$ cat config.mk
export PLATFORM = sky130hd
export DESIGN_NAME = netlist_vector_player
export DESIGN_NICKNAME = d
export VERILOG_FILES = /design/src/rtl/netlist_vector_player.sv
export SDC_FILE = /design/constraint.sdc
export NUM_CORES = 1
export LEC_CHECK = 0
export CORE_UTILIZATION = 35
export DETAILED_ROUTE_END_ITERATION = 6
export PLACE_DENSITY = 0.69
export SLEW_MARGIN = 20
export SYNTH_ARGS = -nofsm -noshare
export SYNTH_HDL_FRONTEND = slang
export SYNTH_SLANG_ARGS = --single-unit
$ cat constraint.sdc
create_clock -name clk -period 2.5 [get_ports clk]
set_input_delay 0.5 -clock clk [delete_from_list [all_inputs] [get_ports clk]]
set_output_delay 0.5 -clock clk [all_outputs]
set_load 0.03 [all_outputs]
$ cat src/rtl/netlist_vector_player.sv
// netlist_vector_player
// Sequential driver/capture wrapper for a combinational core under evaluation.
// A stimulus vector is taken from the input stream and driven onto the core inputs.
// After a settle window the core outputs are sampled and compared against an expected
// word under a mask. The result goes out on the output stream, and pass/fail tallies
// are kept alongside it.

module netlist_vector_player #(
    parameter int IN_W       = 14,
    parameter int OUT_W      = 8,
    parameter int SETTLE_CYC = 2,
    parameter int CNT_W      = 16
) (
    input  logic             clk,
    input  logic             rst_n,
    // stimulus stream
    input  logic             s_valid,
    output logic             s_ready,
    input  logic [IN_W-1:0]  s_stim,
    input  logic [OUT_W-1:0] s_expect,
    input  logic [OUT_W-1:0] s_mask,
    // core under evaluation
    output logic [IN_W-1:0]  core_in,
    input  logic [OUT_W-1:0] core_out,
    // result stream
    output logic             m_valid,
    input  logic             m_ready,
    output logic [OUT_W-1:0] m_resp,
    output logic             m_mismatch,
    output logic [CNT_W-1:0] m_idx,
    // tallies
    output logic [CNT_W-1:0] pass_cnt,
    output logic [CNT_W-1:0] fail_cnt,
    input  logic             clear
);

    // The settle counter must be able to hold SETTLE_CYC. It keeps at least one bit so
    // that the SETTLE_CYC=0 build still has a legal vector.
    localparam int SC_W = (SETTLE_CYC > 0) ? $clog2(SETTLE_CYC + 1) : 1;
    localparam logic [SC_W-1:0]  SETTLE_LOAD = SC_W'(SETTLE_CYC);
    localparam logic [CNT_W-1:0] CNT_MAX     = '1;

    typedef enum logic [1:0] {
        ST_IDLE   = 2'd0,
        ST_DRIVE  = 2'd1,
        ST_REPORT = 2'd2
    } state_t;

    state_t           state_reg;
    logic [IN_W-1:0]  core_in_reg;
    logic [OUT_W-1:0] expect_reg;
    logic [OUT_W-1:0] mask_reg;
    logic [SC_W-1:0]  settle_reg;
    logic [OUT_W-1:0] m_resp_reg;
    logic             m_mismatch_reg;
    logic             m_valid_reg;
    logic             s_ready_reg;
    logic [CNT_W-1:0] m_idx_reg;
    logic [CNT_W-1:0] pass_cnt_reg;
    logic [CNT_W-1:0] fail_cnt_reg;

    logic [OUT_W-1:0] diff_bits;
    logic             mismatch_now;
    logic             result_taken;

    // Per-bit compare of the live core output against the latched expectation. Bits
    // with a zero mask drop out, so an all-zero mask can never report a mismatch.
    genvar gi;
    generate
        for (gi = 0; gi < OUT_W; gi++) begin : g_cmp
            assign diff_bits[gi] = (core_out[gi] ^ expect_reg[gi]) & mask_reg[gi];
        end
    endgenerate

    assign mismatch_now = |diff_bits;

    // The result leaves the block only on a REPORT handshake. m_valid_reg is high
    // exactly while the FSM is in REPORT.
    assign result_taken = m_valid_reg & m_ready;

    // Vector sequencing: accept, hold core_in for the settle window, capture, report.
    always_ff @(posedge clk or negedge rst_n) begin
        if (!rst_n) begin
            state_reg      <= ST_IDLE;
            core_in_reg    <= '0;
            expect_reg     <= '0;
            mask_reg       <= '0;
            settle_reg     <= '0;
            m_resp_reg     <= '0;
            m_mismatch_reg <= 1'b0;
            m_valid_reg    <= 1'b0;
            s_ready_reg    <= 1'b1;
        end else begin
            case (state_reg)
                ST_IDLE: begin
                    // core_in changes only here, so the core sees no stray edges.
                    if (s_valid) begin
                        core_in_reg <= s_stim;
                        expect_reg  <= s_expect;
                        mask_reg    <= s_mask;
                        settle_reg  <= SETTLE_LOAD;
                        s_ready_reg <= 1'b0;
                        state_reg   <= ST_DRIVE;
                    end
                end
                ST_DRIVE: begin
                    if (settle_reg != '0) begin
                        settle_reg <= settle_reg - SC_W'(1);
                    end else begin
                        m_resp_reg     <= core_out;
                        m_mismatch_reg <= mismatch_now;
                        m_valid_reg    <= 1'b1;
                        state_reg      <= ST_REPORT;
                    end
                end
                ST_REPORT: begin
                    // The result is held until the consumer takes it.
                    if (m_ready) begin
                        m_valid_reg <= 1'b0;
                        s_ready_reg <= 1'b1;
                        state_reg   <= ST_IDLE;
                    end
                end
                default: begin
                    m_valid_reg <= 1'b0;
                    s_ready_reg <= 1'b1;
                    state_reg   <= ST_IDLE;
                end
            endcase
        end
    end

    // Sequence number and tallies. A clear overrides a coinciding handshake, so that
    // result is not counted.
    always_ff @(posedge clk or negedge rst_n) begin
        if (!rst_n) begin
            m_idx_reg    <= '0;
            pass_cnt_reg <= '0;
            fail_cnt_reg <= '0;
        end else if (clear) begin
            m_idx_reg    <= '0;
            pass_cnt_reg <= '0;
            fail_cnt_reg <= '0;
        end else if (result_taken) begin
            m_idx_reg <= m_idx_reg + CNT_W'(1);
            if (m_mismatch_reg) begin
                if (fail_cnt_reg != CNT_MAX) begin
                    fail_cnt_reg <= fail_cnt_reg + CNT_W'(1);
                end
            end else begin
                if (pass_cnt_reg != CNT_MAX) begin
                    pass_cnt_reg <= pass_cnt_reg + CNT_W'(1);
                end
            end
        end
    end

    assign s_ready    = s_ready_reg;
    assign core_in    = core_in_reg;
    assign m_valid    = m_valid_reg;
    assign m_resp     = m_resp_reg;
    assign m_mismatch = m_mismatch_reg;
    assign m_idx      = m_idx_reg;
    assign pass_cnt   = pass_cnt_reg;
    assign fail_cnt   = fail_cnt_reg;

endmodule

# == Word level (Yosys, flattened, before mapping) ==
# Index checks and enable logic that the tools add are counted.
# classes
addsub,4
eq_ne,9
mux,23
bitwise_logic,20
reduce_logical,16
# ops
operator,n
two-way mux 16 bit,10
"adder 16 x 1 -> 16 bit, second input constant",3
"!= test 16 bit, second input constant",2
AND reduction 3 bit,6
nonzero test 2 bit,6
two-way mux 2 bit,5
"!= test 2 bit, second input constant",5
bitwise AND 1 bit,9
OR reduction 8 bit,1
bitwise XOR 1 bit,8
one-hot mux 1 bit (3 select lines),2
one-hot mux 2 bit (3 select lines),1
two-way mux 1 bit,4
one-hot mux 2 bit (2 select lines),1
AND reduction 2 bit,2
inverter 1 bit,3
"== test 2 x 1 -> 1 bit, second input constant",1
"== test 2 bit, second input constant",1
logical NOT 2 bit,1
"subtractor 2 x 1 -> 2 bit, second input constant",1
# word_totals
ff_bits,93
in_bits,43
out_inout_bits,73

# == Depth between registers and ports, before layout ==
# logic_depth
ltp_word,5
mapped_depth,7

# == Least setup slack after synthesis ==
# No wires, ideal clock.
# synth_timing
path_type,input to register
startpoint,input m_ready
endpoint,register fail_cnt_reg[15] (netlist: fail_cnt[15])
arrival_time_ns,2.046
required_ns,2.375
slack_ns,0.329
path_stages,6
n_path_buf,2
path_cell_list,buf_2 > nand3_2 > or4_1 > buf_2 > nor4_1 > mux2_2
# synth_via
elab_chain_len,3
# synth_lines
item,line_no,source
from (decl),27,"input logic m_ready,"
bitwise AND 1 bit,79,assign result_taken = m_valid_reg & m_ready;
nonzero test 2 bit (no line),--,
AND reduction 3 bit (no line),--,
to (signal assigned),148,fail_cnt_reg <= fail_cnt_reg + CNT_W'(1);
to (decl),60,logic [CNT_W-1:0] fail_cnt_reg;
# Every way passes these cells.
# A chain may end at the register's enable or synchronous reset.

# == Final worst setup path ==
# Ends and elaborated chain as after synthesis.

==> flow_metrics.env <==
export IMPL_status="finished, final reports clean"
export IMPL_die_w_microns=114
export IMPL_area_delta_synth_final_pct=39.4
export IMPL_grt_pass1_vias=3701
export IMPL_finalCritPeriodShare_pct=90.1
export IMPL_antenna_left=0
export IMPL_place_congestion=0.819
export IMPL_crit_family="simple AND/OR/NAND/NOR gates"
export IMPL_first_iter_violations=167
export IMPL_rsz0062_at_grt="no"
export IMPL_cts_resized=0
export IMPL_fin_worst_skew_ps=3.94
export IMPL_total_power_w=0.00546
export IMPL_initial_core_util_pct=36.4
export IMPL_hold_buffers=0
export IMPL_critPathMaxStageDelay_ps=650
export IMPL_finalMaxSlewViolations=0
export IMPL_drv_cap=0
export IMPL_fin_util_pct=50.7
export IMPL_power_leakage_nw=2.41
export IMPL_setup_worst_path_class="in2reg"
export IMPL_wl_microns=10700
export IMPL_drive_above_1_share_pct=16.4
export IMPL_crit_buf_inv=1
export IMPL_postCtsSetupRepairBufs=0
export IMPL_grt_pass1_wl_microns=18100
export IMPL_critical_path_depth=5
export IMPL_avgSynthCellArea_sq_um=10.8
export IMPL_synth_fp_nets=455
export IMPL_viasPerCell=5.14
export IMPL_nFillCells=1104
export IMPL_overflow=0
export IMPL_synth_top_cell_by_area="dfrtp_1"
export IMPL_drc=0
export IMPL_p_switching_w=0.00184
export IMPL_antenna_found_initial=0
export IMPL_routedWlPerCell_microns=15.2
export IMPL_seq_power_share_pct=39.5
export IMPL_syn_cell_area_sq_um=4420
export IMPL_tritoncts="done"
export IMPL_worstPathMaxFanout=6
export IMPL_finalSetupViolCount=0
export IMPL_yosysMostFrequentCell="dfrtp_1"
export IMPL_track_usage_pct=17.5
export IMPL_port_buffers=115
export IMPL_cp_arrival_ps=2480
export IMPL_coreArea_sq_um=12200
export IMPL_worstPathCellList="clkdlybuf4s50_1 -> nand3_2 -> or4_1 -> nor4_1 -> mux2_2"
export IMPL_cts_root_buf="clkbuf_16"
export IMPL_ir_drop_mv=0.690
export IMPL_rows=40
export IMPL_n_antenna_cell=0
export IMPL_pwr_share_clk_pct=26.0
export IMPL_grt_max_degree=39
export IMPL_dr_pass1_iters=4
export IMPL_cts_clk_slew_worst_paths_ps=70
export IMPL_clkSinkCount=93
export IMPL_final_hold_viol_count=0
export IMPL_start_kind="primary input"
export IMPL_placed_cells=689
export IMPL_io_pins=116
export IMPL_hold_ws_ps=109
export IMPL_synthTopCellsByCount="92 x dfrtp_1, 48 x mux2_2, 33 x a21oi_1"
export IMPL_syn_inst=408
export IMPL_dp_hpwl_microns=7700
export IMPL_crit_path_end_kind="flip-flop"
export IMPL_p_int_w=0.00362
export IMPL_tightestPinTransition_ps=667
export IMPL_yosysWarnings=0
export IMPL_die_area_sq_um=13100
export IMPL_synth_edf_count=0
export IMPL_hp_class="in2async"
export IMPL_critPathLaunch="m_ready"
export IMPL_swShare_pct=33.7
export IMPL_pwr_share_comb_pct=34.5
export IMPL_regArea_sq_um=2330
export IMPL_synthTopCellsByArea="dfrtp_1 52%, mux2_2 12%, a21oi_1 3.7%, or4_1 3.6%, o31ai_1 3.2%"
export IMPL_worst_r2r_path_depth=4
export IMPL_ys_async_sr_fraction_pct=100
export IMPL_slew_headroom_pct=55.5
export IMPL_nets=579
export IMPL_h_tree_depth=3
export IMPL_pwr_density_cell_nw_per_um2=886
export IMPL_fmax_mhz=444
export IMPL_slowest_stage="or4_1"
export IMPL_cts_buffers_inserted=9
export IMPL_worstReg2RegStart="m_valid"
export IMPL_dr_total_vias=3623
export IMPL_insertion_delay_ps=340
export IMPL_synth_seq_cells=93
export IMPL_critPathRequiredTime_ps=2730
export IMPL_final_cell_count_no_fill=705
export IMPL_cts_buffer_depth=2
export IMPL_ys_types=33
export IMPL_die_y_microns=114
export IMPL_fin_crit_ps=2250
export IMPL_yosysSeqAreaShare_pct=52.6
export IMPL_multi_input_area_sq_um=1990
export IMPL_synth_flop_cell="dfrtp_1"
export IMPL_synth_top_area_share_pct=52.0
kinds of logic after synthesis:
| group | count (synthesis) | synth area share (%) |
|---|---|---|
| AND/OR/NAND/NOR | 146 | 18.4 |
| multiplexers | 48 | 12.2 |
| adder cells (fa/ha/maj) | 4 | 1.13 |
| flip-flops | 93 | 52.6 |
| AO/OA/AOI/OAI | 71 | 9.59 |
| XOR/XNOR | 18 | 3.56 |
| buffers and inverters | 28 | 2.43 |
layout make-up:
type | count | area share (%)
inverters | 10 | 0.609
clock buffers | 9 | 3.65
clock inverters | 7 | 1.34
well taps | 168 | 3.41
repair buffers | 131 | 20.9
multi-input cells | 287 | 32.3
flip-flops and latches | 93 | 37.8
placed cells by master (no fill, tap or decap), types with 2 or more instances in the layout:
cell type / synthesis / routed
o21ai_0: 12 / 12
ha_1: 4 / 4
dfrtp_1: 92 / 92
or4_1: 21 / 21
nor2b_1: 8 / 8
nand4_1: 12 / 12
clkdlybuf4s50_1: 0 / 113
or2_2: 2 / 2
mux2_2: 48 / 48
or3_1: 11 / 11
and4_1: 5 / 5
buf_4: 0 / 15
buf_12: 0 / 2
nand2_1: 23 / 23
o31ai_1: 19 / 19
and3_1: 5 / 5
a22oi_1: 4 / 4
nor2_1: 25 / 25
xnor2_1: 6 / 6
xor2_1: 12 / 12
a21oi_1: 33 / 33
inv_8: 0 / 2
nand3_1: 15 / 15
nor3_1: 4 / 4
and2_1: 2 / 2
clkbuf_16: 0 / 9
nor4_1: 10 / 9
inv_1: 10 / 10
path summary, 6_finish.rpt:
| kind | to | slack, ps |
|---|---|---|
| max reg2reg | fail_cnt[15] | 410 |
| min in group clk | core_in[5] | 510 |
| min reg2reg | core_in[5] | 510 |
| max in group asynchronous | pass_cnt[2] | 1710 |
| max | fail_cnt[15] | 250 |
| min | expect_reg[4] | 110 |
metal layers:
metal | track usage (%) | up-vias | part of all wire, %
li1 | - | 1752 | -
met1 | 21.7 | 1756 | 43
met2 | 28.9 | 103 | 48
met3 | 5.72 | 12 | 7.3
met4 | 5.19 | 0 | 1.3
met5 | 0 | - | 0
power by group through the flow:
stage | combinational [W] | sequential, W | clock [W]
final | 0.00188 | 0.00216 | 0.00142
after CTS | 0.00191 | 0.00217 | 0.00146
after floorplan | 0.000735 | 0.00256 | 0
after global routing | 0.00203 | 0.00222 | 0.00152
after detailed placement | 0.00190 | 0.00219 | 0
after global placement | 0.00185 | 0.00216 | 0
stage by stage:
step	worst slack, ps	setup TNS (ps)	area, sq um
floorplan	329	0	4420
global placement	-71.8	-189	5860
detailed placement	-88.5	-309	5860
CTS	270	0	6170
global route	190	0	6170
finish	248	0	6170
No activity file was read; power rests on OpenSTA's default activity.
==> edit 1: new RTL, same settings <==
Make the reset (`rst_n`) synchronous in 2 clocked blocks.
--- a/src/rtl/netlist_vector_player.sv
+++ b/src/rtl/netlist_vector_player.sv
@@ -79,7 +79,7 @@
     assign result_taken = m_valid_reg & m_ready;
 
     // Vector sequencing: accept, hold core_in for the settle window, capture, report.
-    always_ff @(posedge clk or negedge rst_n) begin
+    always_ff @(posedge clk) begin
         if (!rst_n) begin
             state_reg      <= ST_IDLE;
             core_in_reg    <= '0;
@@ -132,7 +132,7 @@
 
     // Sequence number and tallies. A clear overrides a coinciding handshake, so that
     // result is not counted.
-    always_ff @(posedge clk or negedge rst_n) begin
+    always_ff @(posedge clk) begin
         if (!rst_n) begin
             m_idx_reg    <= '0;
             pass_cnt_reg <= '0;
Formal check against the unedited RTL: differs if rst_n is asserted again (counterexample within 4 cycles, from zero or initial values and one cycle with rst_n low); with rst_n held inactive, the same outputs for 10 cycles.
==> edit 1 against the original RTL <==
- area after synthesis decreased by 3.1%
- setup slack improved by 190 ps
- wire length increased by 1.8%
- sequential cell count unchanged
- via count increased by 14%
- final area decreased by 4.6%
- critical endpoint is now fail_cnt[4]
- largest cell class is now multi-input gates
- highest routed layer unchanged
Power is not compared: it rests on default switching activity, and its combinational part moved more than twofold at a synthesized area within 25%.
==> edit 1: results <==
group,metric,value,unit
timing,timing.slew.headroom,53.41,%
timing,finalClockSkew,10.14,ps
grt,met2_usage,28.60,%
finish,n_all_buffers,125,
logic_synthesis,ys_types,48,
grt,met3_usage,4.339,%
grt,track_usage,17.74,%
logic_synthesis,synth-async-reset-ratio,0,%
finish,inverters_excl_clock,11,
setup_path,r2r_slack,600,ps
finish,clockBufferCount,12,
setup_path,cp_slowest_cell,"clkdlybuf4s50_1",
logic_synthesis,synthAdderAreaFrac,1.167,%
setup_path,reg2reg_depth,5,
logic_synthesis,synth_xor_area_share,4.288,%
timing,fin_crit,2059,ps
logic_synthesis,synthCells,513,
finish,nonClkBufAreaFrac,20.83,%
hold_path,hold_path_startpoint,"mask_reg[3]$_SDFFE_PN0P_",
setup_path,endpoint,"fail_cnt[4]",
logic_synthesis,dominantRegCellSynth,"dfxtp_1",
grt,grt_use_met1,22.80,%
placement,place_ws,229.9,ps
logic_synthesis,ys_top_cells_by_area,"dfxtp_1 43%, nand2_1 9.4%, a21boi_0 7.2%",
finish,nFillCells,1150,
logic_synthesis,seq_area_frac_synth,43.41,%
routing,wl_per_cell,14.02,µm
hold_path,hold_class,"reg2reg",
power,p_leak,2.080,nW
placement,place_hpwl,7.805,mm
grt,grt_pass1_vias,3891,
setup_path,crit_start,"fail_cnt[4]$_SDFFE_PP0P_",
finish,seqCellArea,1862,µm²
grt,grt_pass1_wl,18.35,mm
finish,clock_cell_area_share,5.251,%
finish,multi_input_gates,384,
timing,hold_slack,462.8,ps
finish,drive_gt1_share,6.518,%
placement,place_congestion,0.8370,
setup_path,crit_family,"buffers and inverters",
logic_synthesis,synth_compound_area_share,18.55,%
finish,multi_input_area_share,38.46,%
routing,vias_per_cell,5.318,
logic_synthesis,synthMuxAreaShare,1.167,%
routing,vias,4127,
status,status,"finished, final reports clean",
routing,drtIter0Drc,267,
setup_path,cpPeakStageDelay,730,ps
finish,seq_share,31.63,%
setup_path,crit_fanout,10,
logic_synthesis,avgSynthCellArea,8.361,µm²
grt,grt_max_degree,46,
setup_path,reg2reg_to,"pass_cnt[14]$_SDFFE_PP0P_",
setup_path,arrival,1560,ps
logic_synthesis,synth_top_family_by_area,"simple AND/OR/NAND/NOR gates",
logic_synthesis,syn_nets,560,
logic_synthesis,yosys-top-cells-count,"107 x nand2_1, 93 x dfxtp_1, 41 x a21boi_0",
[edit 1: cell count changes after synthesis, moves of 7 or more]
cell	unedited run	this run
a21oi_1	33	24
nor2_1	25	32
nand2_1	23	107
nor2b_1	8	1
a31oi_1	0	8
a41o_1	0	9
dfxtp_1	0	93
o31ai_1	19	6
a21boi_0	0	41
o21ai_0	12	20
or4_1	21	3
dfrtp_1	92	0
mux2_2	48	0
[edit 1: cell families after synthesis]
| logic type | after synthesis |
|---|---|
| compound gates | 118 |
| mux | 5 |
| fa+ha+maj | 4 |
| xor+xnor | 21 |
| flops | 93 |
| simple gates | 236 |
| buf+inv | 36 |
[edit 1: report_power, final]
part           total, mW  switching, mW  internal [mW]
Clock               1.45          0.577          0.877
Combinational      0.399          0.216          0.183
Sequential          1.58         0.0394           1.54
[edit 1: metal layers]
metal	vias to the layer above	share of wire, %
li1	2042	-
met4	0	1.2
met5	-	0
met1	1945	46
met3	9	7.4
met2	131	45
==> edit 2: new RTL, config.mk and constraints unchanged <==
Made on the original files. The parameter `CNT_W` goes from 16 to 32.
--- a/src/rtl/netlist_vector_player.sv
+++ b/src/rtl/netlist_vector_player.sv
@@ -9,7 +9,7 @@
     parameter int IN_W       = 14,
     parameter int OUT_W      = 8,
     parameter int SETTLE_CYC = 2,
-    parameter int CNT_W      = 16
+    parameter int CNT_W      = 32
 ) (
     input  logic             clk,
     input  logic             rst_n,
Ports: changed (resized fail_cnt, m_idx and pass_cnt); port bits go from 116 to 164. No check against the original RTL was run, so the function may have changed too.
==> edit 2 against the original RTL <==
- area after synthesis up 59%
- wire length up 75%
- first-iteration DRC count up 140%
- via count up 78%
- combinational power up 11%
- sequential cell count up 48
- core utilization down 0.16 points
- register-to-register slack worse by 260 ps
- setup slack worse by 99 ps
- final area up 61%
- final cell count up 68%
- count of clock-buffer cells in the layout up 8
- total power up 39%
==> edit 2: results <==
group,metric,value,unit
run,cap_violations,0,
placement,place_congestion,0.8354,
clock_tree,clk_pin_slew,60,ps
logic_synthesis,ys_types,52,
setup_path,crit_fanout,5,
hold_path,hold_class,"in2async",
routing,wl_per_cell,15.86,µm
finish,drive_gt1_share,15.94,%
power,swShare,32.66,%
finish,n_antenna_cell,0,
finish,nFillCells,1768,
placement,postPlaceCellArea,9301,µm²
clock_tree,htree_num_levels,4,
placement,portBuffers,163,
logic_synthesis,ys_top_cells_by_area,"dfrtp_1 50%, mux2_2 7.0%, a21oi_1 4.5%",
logic_synthesis,dominantRegCellSynth,"dfrtp_1",
grt,antenna_found_initial,1,
status,status,"finished, final reports clean",
grt,grt_pass1_vias,5990,
logic_synthesis,syn_nets,755,
logic_synthesis,synth-async-reset-ratio,100.0,%
grt,track_usage,18.59,%
placement,place_hpwl,12.98,mm
logic_synthesis,synthAdderAreaFrac,0.7101,%
logic_synthesis,avgSynthCellArea,9.955,µm²
logic_synthesis,yosys-top-cells-count,"140 x dfrtp_1, 63 x a21oi_1, 58 x nor2_1",
routing,dr.pass1.iters,5,
power,peakVddDrop,0.0005450,V
clock_tree,numCtsBuffers,17,
timing,finalClockSkew,9.244,ps
power,p_leak,3.826,nW
logic_synthesis,seq_area_frac_synth,50.08,%
clock_tree,cts_buffer_depth,2,
routing,vias,6440,
placement,dp.cells,1149,
logic_synthesis,synthMuxAreaShare,7.172,%
timing,timing.slew.headroom,60.66,%
routing,drtIter0Drc,401,
clock_tree,post_cts_buffers,0,
grt,grt_max_degree,56,
logic_synthesis,yosysWarnings,0,
setup_path,arrival,2700,ps
logic_synthesis,synth_compound_area_share,11.49,%
logic_synthesis,synth_xor_area_share,4.722,%
grt,grt_pass1_wl,30.45,mm
clock_tree,cts-root-buf,"clkbuf_16",
finish,finalNetCount,950,
routing,wl,18.73,mm
clock_tree,clkLatencyLatePin,420,ps
-- edit 2: through the flow --
stage | worst slack [ps] | total power [mW] | utilization (%) | hold WS, ps
4_1_cts | 137.7 | 7.703 | 50.51 | 19.59
2_1_floorplan | 102.6 | 4.223 | - | 204.4
3_3_place_gp | -71.91 | 5.057 | 47.48 | 471.5
3_5_place_dp | -98.89 | 5.094 | 47.48 | 469.4
5_1_grt | 19.22 | 7.975 | 50.55 | 35.54
6_report | 148.3 | 7.597 | 50.55 | 12.59
-- edit 2: power groups by stage --
stage	sequential, mW	combinational (mW)	clock [mW]
5_1_grt	3.00	2.25	2.73
3_5_place_dp	2.98	2.11	0
3_3_place_gp	2.97	2.09	0
6_report	2.94	2.09	2.57
4_1_cts	2.94	2.12	2.64
2_1_floorplan	3.37	0.849	0
-- edit 2: layout make-up --
cell class	count	share of cell area, %
sequential	141	35.65
multi-input combinational	516	33.53
timing repair buffer	215	21.01
clock buffer	17	4.296
tap	265	3.348
clock inverter	15	1.706
inverter	12	0.4548
-- edit 2: cells by family after synthesis --
group	after synthesis
and+or+nand+nor	291
xor gates and xnor gates	38
adders and majority gates	4
buffers and inverters	51
muxes	45
AOI/OAI and AO/OA	138
DFF	141
-- edit 2: per-layer routing --
layer / global-route usage [%] / routed length (µm) / vias up
met2: 29.14 / 8866 / 207
met3: 5.531 / 1298 / 13
met4: 4.703 / 131 / 2
met5: 0 / 11 / -
met1: 24.94 / 8418 / 3180
li1: - / - / 3038
-- edit 2: timing repair --
item	CTS	global route
setup endpoints to repair	0	3
hold buffers	0	0
resized for setup	0	2
-- edit 2: final timing paths --
| check | startpoint | end | slack [ps] | cells past startpoint |
|---|---|---|---|---|
| max | pass_cnt[6]$_DFFE_PN0P_ | pass_cnt[31]$_DFFE_PN0P_ | 150 | 6 |
| min | rst_n | pass_cnt[29]$_DFFE_PN0P_ | 10 | 1 |
| max reg2reg | pass_cnt[6]$_DFFE_PN0P_ | pass_cnt[31]$_DFFE_PN0P_ | 150 | 6 |
| min reg2reg | core_in[11]$_DFFE_PN0P_ | core_in[11]$_DFFE_PN0P_ | 510 | 1 |
| max in group asynchronous | rst_n | m_resp[7]$_DFFE_PN0P_ | 1780 | 2 |
| min in group clk | clear | fail_cnt[26]$_DFFE_PN0P_ | 470 | 2 |
-- edit 2: critical path: stages (launching register included) --
cell     delay, ps
dfrtp_1        410
nand4_1        170
buf_4          190
or3_1          440
or4_4          500
or4_1          410
a21oi_1        150
